==> src/rtl/rv32i_types.sv <==
// rv32i_types: shared rename-stage constants and the free-list pointer type.
package rv32i_types;
   localparam int ARCH_REGS = 32;
   localparam int FL_DEPTH = 32;
   typedef logic [$clog2(FL_DEPTH):0] fl_ptr_t;
endpackage

==> src/rtl/free_list.sv <==
// free_list: circular FIFO of free physical registers with one-cycle flush recovery.
// Optional FREE_LIST_PERF_EN adds internal performance counters.
module free_list
   import rv32i_types::*;
#(
   parameter int PS_WIDTH = 6,
   parameter int NUM_PREGS = 64
) (
   input  logic                clk,
   input  logic                rst,
   input  logic                free_list_enqueue,
   input  logic [PS_WIDTH-1:0] rrf_pd,
   input  logic                dequeue,
   output logic [PS_WIDTH-1:0] free_pd,
   output logic                free_pd_valid,
   input  logic                jump_commit,
   output logic                full,
   output logic                overflow_err
);
   localparam int DEPTH = NUM_PREGS - ARCH_REGS;
   localparam int AW = $clog2(DEPTH);
   logic [PS_WIDTH-1:0] mem [DEPTH];
   logic [AW:0] head, tail, head_next, tail_next;
   logic do_enq, do_deq;
   assign full = (head[AW-1:0] == tail[AW-1:0]) && (head[AW] != tail[AW]);
   assign free_pd_valid = head != tail;
   assign free_pd = mem[head[AW-1:0]];
   assign do_enq = free_list_enqueue && !full;
   assign do_deq = dequeue && free_pd_valid && !jump_commit;
   assign tail_next = tail + (AW+1)'(do_enq);
   // Flush frees everything between the new tail and the old head: the in-flight allocations.
   assign head_next = jump_commit ? {~tail_next[AW], tail_next[AW-1:0]} : head + (AW+1)'(do_deq);
   always_ff @(posedge clk) begin
      if (!rst) begin
         for (int i = 0; i < DEPTH; i++) mem[i] <= PS_WIDTH'(ARCH_REGS + i);
         head <= '0;
         tail <= (AW+1)'(DEPTH);
         overflow_err <= 1'b0;
      end else begin
         if (do_enq) mem[tail[AW-1:0]] <= rrf_pd;
         head <= head_next;
         tail <= tail_next;
         if (free_list_enqueue && full) overflow_err <= 1'b1;
      end
   end
`ifdef FREE_LIST_PERF_EN
   logic [31:0] empty_stall_hk, min_count_hk, flush_count_hk;
   logic [AW:0] count;
   assign count = tail - head;
   always_ff @(posedge clk) begin
      if (!rst) begin
         empty_stall_hk <= '0;
         min_count_hk <= 32'(DEPTH);
         flush_count_hk <= '0;
      end else begin
         if (dequeue && !free_pd_valid) empty_stall_hk <= empty_stall_hk + 32'd1;
         if (32'(count) < min_count_hk) min_count_hk <= 32'(count);
         if (jump_commit) flush_count_hk <= flush_count_hk + 32'd1;
      end
   end
`else
   // counters absent; datapath unchanged
`endif
endmodule

==> config.mk <==
export PLATFORM = sky130hd
export DESIGN_NAME = free_list
export DESIGN_NICKNAME = d
export VERILOG_FILES = /design/src/rtl/rv32i_types.sv /design/src/rtl/free_list.sv
export SDC_FILE = /design/constraint.sdc
export NUM_CORES = 1
export LEC_CHECK = 0
export ABC_AREA = 1
export BUFFER_PORTS_ARGS = -buffer_cell sky130_fd_sc_hd__buf_4
export CAP_MARGIN = 10
export CORE_ASPECT_RATIO = 0.9
export CORE_MARGIN = 2
export CORE_UTILIZATION = 40
export CTS_CLUSTER_DIAMETER = 80
export CTS_CLUSTER_SIZE = 8
export DETAILED_ROUTE_END_ITERATION = 10
export GPL_TIMING_DRIVEN = 0
export SETUP_SLACK_MARGIN = 0.5
export SKIP_LAST_GASP = 1
export SYNTH_ARGS = -nofsm -noshare
export SYNTH_HDL_FRONTEND = slang
export SYNTH_SLANG_ARGS = --single-unit
==> constraint.sdc <==
create_clock -name clk -period 5.5 [get_ports clk]
set_input_delay 0.55 -clock clk [delete_from_list [all_inputs] [get_ports clk]]
set_output_delay 0.55 -clock clk [all_outputs]
set_load 0.01 [all_outputs]
# Word level (Yosys, flattened, before mapping)
# Memories as Yosys holds them, arrays and structs flattened. A register that Yosys moved wholly into a read port is not among the register bits.
# Cells that the tools add are included.
dict set report op_classes {
  eq_ne 3
  reduce_logical 8
  addsub 2
  muxes 9
  bitwise 1
  shift 0
  multipliers 0
  order_cmp 0
  div_mod_pow 0
}
# operator count
set ops {}
lappend ops {{$add 6x1->6} 2}
lappend ops {{$mux 6} 2}
lappend ops {{$mux 5} 2}
lappend ops {{$ne 6x6->1} 1}
lappend ops {{$reduce_or 6->1} 1}
lappend ops {{$eq 5x5->1} 1}
lappend ops {{$logic_and 1x1->1} 5}
lappend ops {{$mux 1} 5}
lappend ops {{$logic_not 1->1} 2}
lappend ops {{$ne 1x1->1} 1}
lappend ops {{$not 1->1} 1}
dict set report totals {
  input_bits 11
  wordCells 27
  output_inout_bits 9
  latchBits 0
  ramBits 192
  n_memories 1
  rom_bits 0
  reg_bits 13
}
# memory depth width rd rd_clocked_by_memory_dff write_ports line_no
set mem_list {}
lappend mem_list {mem 32 6 1 1 32 free_list.sv:22} ;# logic [PS_WIDTH-1:0] mem [DEPTH];

# Longest topological paths before layout
dict set report logic_depth {
  depth_word 9
  ltp_mapped 16
  mapped_depth_nobuf 15
}

# Least setup slack after synthesis
# Ideal clock, no wire load.
dict set report synth_timing {
  path_type {register -> register}
  from {register head[0]}
  to {register head[2]}
  path_slack_ns 3.413
  synth_period_minus_slack_ns 2.087
  stages_incl_launch_ff 16
  arrival_ns 1.964
  setup_ns 0.123
  t_required_ns 5.377
  path_buffers 2
  cell_sequence {dfxtp_1 -> buf_2 -> nand2_1 -> inv_1 -> nor2_1 -> nor2_1 -> nand4_4 -> buf_2 -> nand2_1 -> inv_1 -> ha_1 -> ha_1 -> xnor2_1 -> nor2_1 -> a21oi_1 -> a21oi_1}
}
dict set report synth_between {
  elab_chain_len 6
  elab_cells_between_ends 10
  cone_classes {add/sub (2); eq/ne (2); mux (1); reduce/logical (5)}
}
# item line_no
set synth_rtl {}
lappend synth_rtl {{start: declaration} free_list.sv:23} ;# logic [AW:0] head, tail, head_next, tail_next;
lappend synth_rtl {{start signal: assignment} free_list.sv:41} ;# head <= head_next;
lappend synth_rtl {{$eq 5x5->1} free_list.sv:25} ;# assign full = (head[AW-1:0] == tail[AW-1:0]) && (head[AW] != tail[AW]);
lappend synth_rtl {{$logic_and 1x1->1} free_list.sv:25}
lappend synth_rtl {{$logic_not 1->1} free_list.sv:28} ;# assign do_enq = free_list_enqueue && !full;
lappend synth_rtl {{$logic_and 1x1->1} free_list.sv:28}
lappend synth_rtl {{$add 6x1->6} free_list.sv:30} ;# assign tail_next = tail + (AW+1)'(do_enq);
lappend synth_rtl {{$mux 6 *} free_list.sv:32} ;# assign head_next = jump_commit ? {~tail_next[AW], tail_next[AW-1:0]} : head + (AW+1)'(do_deq);
# Every way passes the cells marked *; elsewhere a longest branch is shown, timed or not.
# A chain may end at the register's enable or synchronous reset.

==> results.txt <==
- P_leak: 3.97 nW
* Worst Path Max Fanout: 10
- Chain of cells forming the critical path: buf_2 -> inv_2 -> buf_2 -> buf_2 -> nor2_1 -> o21ai_0 -> a21oi_1 -> nand2_1 -> nand2_1 -> inv_1 -> buf_4
* Most used cell, CP: sky130_fd_sc_hd__buf_2
* Site row count: 54
- By area, the combinational part of the netlist is dominated by simple AND/OR/NAND/NOR gates.
- Die area: 26300 sq um
* Synth Area per Inst: 8.74 sq um
- Worst hold path cell count: 3
* Most common library cell in the layout ignoring fill and taps: sky130_fd_sc_hd__nor2_1
- Summed over all nets, wire length on met2 after detailed routing comes to 13.5 mm.
- After detailed routing, the number of remaining DRC violations is 0.
- In this run the power density over the cells is 366 nW/um^2.
- RSZ-0062 raised after global routing: false
* Via Count: 8364
- The number of hold violations in the final report is 0.
* Slew Limit Fails: 0
* Signal arrival time at the worst endpoint: 2880 ps
- CTS saw 205 sinks.
- Count of boundary I/O pins: 20
- TritonCTS clock tree: built
* Highest cell delay on the worst timing path: 360 ps
- Max-slew headroom: 29.9%
- The worst setup path is launched from a flip-flop.
* Worst Reg-to-Reg Cells: 14
* Worst Min Path Start: jump_commit
- Postcts setup bufs: 0
- Iter 0 DRT Violations: 1055
- After synthesis the netlist holds a flip-flop and latch count of 205.
- Buffers inserted during clock tree synthesis total 29.
* Post-DP HPWL: 22.4 mm
* Die X: 171 um
- GP Congestion: 0.937
- Reg-to-Reg End: head[2]
* Core footprint: 24500 sq um
- CTS built an H-tree with a depth of 1.
- Reg-to-reg slack, setup: 2900 ps
- Worst hold slack after final layout: 275 ps
* Final clock period utilization by the worst path: 62.5%
- Result of the run: finished, final reports clean
- The synthesized netlist devotes 28.0% of its cell area to simple gates.
- Routed wirelength normalized by instance count: 20.4 um
* Area share of fa/ha/maj cells after synthesis: 0.499%
- Syn. warnings: 0
* Sequential area share after synthesis: 60.1%
- Die Ht: 154 um
- The clock passes through at most 3 buffers.
* Total of buffers placed on input and output ports: 17
- The number of global-route vias before repair was 7839.
* Synth unique cells: 22
- Wire length reported by the detailed router: 31.7 mm
- TNS Setup: 0 ps
* Period minus WS final: 3430 ps
* Cell count after synthesis: 1146
- For this run, the detailed router's first-pass iteration total came to 8.
* Final layout net count: 1209
- Worst-Skew Late Latency: 540 ps
- Wire length of the first global-routing pass: 47.2 mm
- After detailed routing, the number of vias per cell comes to 5.39.
- CP Class: reg -> out
* Antenna violations before repair: 0
- Pin count of the biggest net entering global routing: 15
- In this run the worst hold path is classified as in -> reg.
* Maximum vdd ir drop: 0.000207 V
* Synth Net Count: 1161
- Critical path's slowest cell: sky130_fd_sc_hd__o21ai_0
- For this block, wires on met1 add up to 13.2 mm.
- Most frequent cells in the layout: sky130_fd_sc_hd__nor2_1, sky130_fd_sc_hd__nand2_1, sky130_fd_sc_hd__edfxtp_1
* Final setup fails: 0
* Starting density of the core: 41.0%
* Xor and xnor area share after synthesis: 0.612%
* Highest metal layer with signal wires: met4
- The routed design uses 3.78 mm of met3 wire.
- In this run the critical register-to-register path is launched from head[4].
* Total GRT Usage: 24.5%
- Fmax: 291 MHz
* Share of layout cells above drive strength 1: 7.89%
- The synthesized netlist occupies a cell area of 10000 sq um.
- After clock tree synthesis, the flow added hold-fix buffers numbering 0.
* Clock Skew: 19.4 ps
- Tightest Pin Transition: 1050 ps
* Clk Tree Root Cell: sky130_fd_sc_hd__clkbuf_16
- The count of nets left with antenna violations once routing finished came out at 0.
- Clock-pin slew reported for the worst setup and hold paths after clock tree synthesis: 60 ps
- The worst hold path terminates at head[4].
* Max-cap viol count: 0
- For the worst setup path, the data required time is 4950 ps.
* Mux contribution to synthesized area: 0%
- The number of antenna diodes in the final layout is 0.
* Type of destination of the critical path: primary output
- Relative to the synthesized area, the layout overhead comes to 13.7%.
* Area fraction in compound gates after synthesis: 4.74%
* Post-CTS Resized: 0
* Remaining global-route overflow: 0
cell families (layout without fill, tap and decap cells):
family                   after synthesis  after routing
AO/OA/AOI/OAI                         95             95
XOR/XNOR                               7              7
adder cells (fa/ha/maj)                4              4
buffers and inverters                147            218
flip-flops                           205            205
AND/OR/NAND/NOR                      688            688
critical path, delay by kind of cell, from the launching register on:
kind                   cells  cell delay [ps]
AND/OR/NAND/NOR            3              350
buffers and inverters      6             1170
AO/OA/AOI/OAI              2              520
flip-flops                 1              310
cell type report:
type / instances / area [sq um]
clock buffer: 52 / 812
timing repair buffer: 17 / 128
multi-input combinational: 794 / 3390
fill: 2407 / 13100
tap: 336 / 420
sequential: 205 / 6030
clock inverter: 2 / 13.8
buffer: 77 / 344
inverter: 70 / 263
per-stage QoR:
| step | total power [mW] | utilization (%) | cell area (sq um) | instances | worst slack, ps |
|---|---|---|---|---|---|
| after floorplan | 2.23 | - | 10000 | 1146 | 3410 |
| after global placement | 2.53 | 43.2 | 10600 | 1499 | 2700 |
| after detailed placement | 2.54 | 43.2 | 10600 | 1499 | 2730 |
| after CTS | 4.15 | 46.6 | 11400 | 1553 | 2150 |
| after global routing | 4.30 | 46.6 | 11400 | 1553 | 1930 |
| final | 4.17 | 46.6 | 11400 | 1553 | 2070 |
how the worst max path moves through the flow:
stage,from,to,depth (start not counted)
2_1_floorplan,head[0],head[2],15
3_3_place_gp,rst,mem[12][2],4
3_5_place_dp,head[0],free_pd[1],11
4_1_cts,head[0],free_pd[1],11
5_1_grt,head[0],free_pd[5],11
6_report,head[0],free_pd[0],11
report_power, final:
group / switching [mW] / total [mW] / internal [mW]
registers: 0.0156 / 1.75 / 1.74
clock network: 0.654 / 1.64 / 0.983
logic: 0.587 / 0.777 / 0.190
per-layer routing:
layer / up-vias / global-route usage, %
met3: 77 / 4.56
met1: 3894 / 35.6
met2: 508 / 36.3
li1: 3885 / -
met4: 0 / 9.73
met5: - / 0
cells in the mapped netlist:
cell	n	share of area, %
sky130_fd_sc_hd__a21oi_1	20	1.0
sky130_fd_sc_hd__buf_4	3	0.22
sky130_fd_sc_hd__edfxtp_1	192	58
sky130_fd_sc_hd__inv_1	63	2.4
sky130_fd_sc_hd__buf_2	29	1.4
sky130_fd_sc_hd__nand2_1	279	10
sky130_fd_sc_hd__o21ai_0	74	3.7
sky130_fd_sc_hd__nand4_1	31	1.9
sky130_fd_sc_hd__buf_6	1	0.11
sky130_fd_sc_hd__inv_2	7	0.26
sky130_fd_sc_hd__ha_1	4	0.50
sky130_fd_sc_hd__xnor2_1	3	0.26
sky130_fd_sc_hd__buf_1	8	0.30
sky130_fd_sc_hd__dfxtp_1	13	2.6
sky130_fd_sc_hd__clkbuf_1	36	1.3
sky130_fd_sc_hd__nand3_1	82	4.1
sky130_fd_sc_hd__nand4_4	1	0.21
sky130_fd_sc_hd__nor2_2	6	0.37
sky130_fd_sc_hd__nand3_2	1	0.10
sky130_fd_sc_hd__xor2_1	4	0.35
sky130_fd_sc_hd__o21ai_1	1	0.050
sky130_fd_sc_hd__nor2_1	288	11
registers in the layout (all words and copies together) (netlist names):
signal        count
mem             192
tail              6
overflow_err      1
head              6
Note: power is estimated with default switching activity, not from simulation.
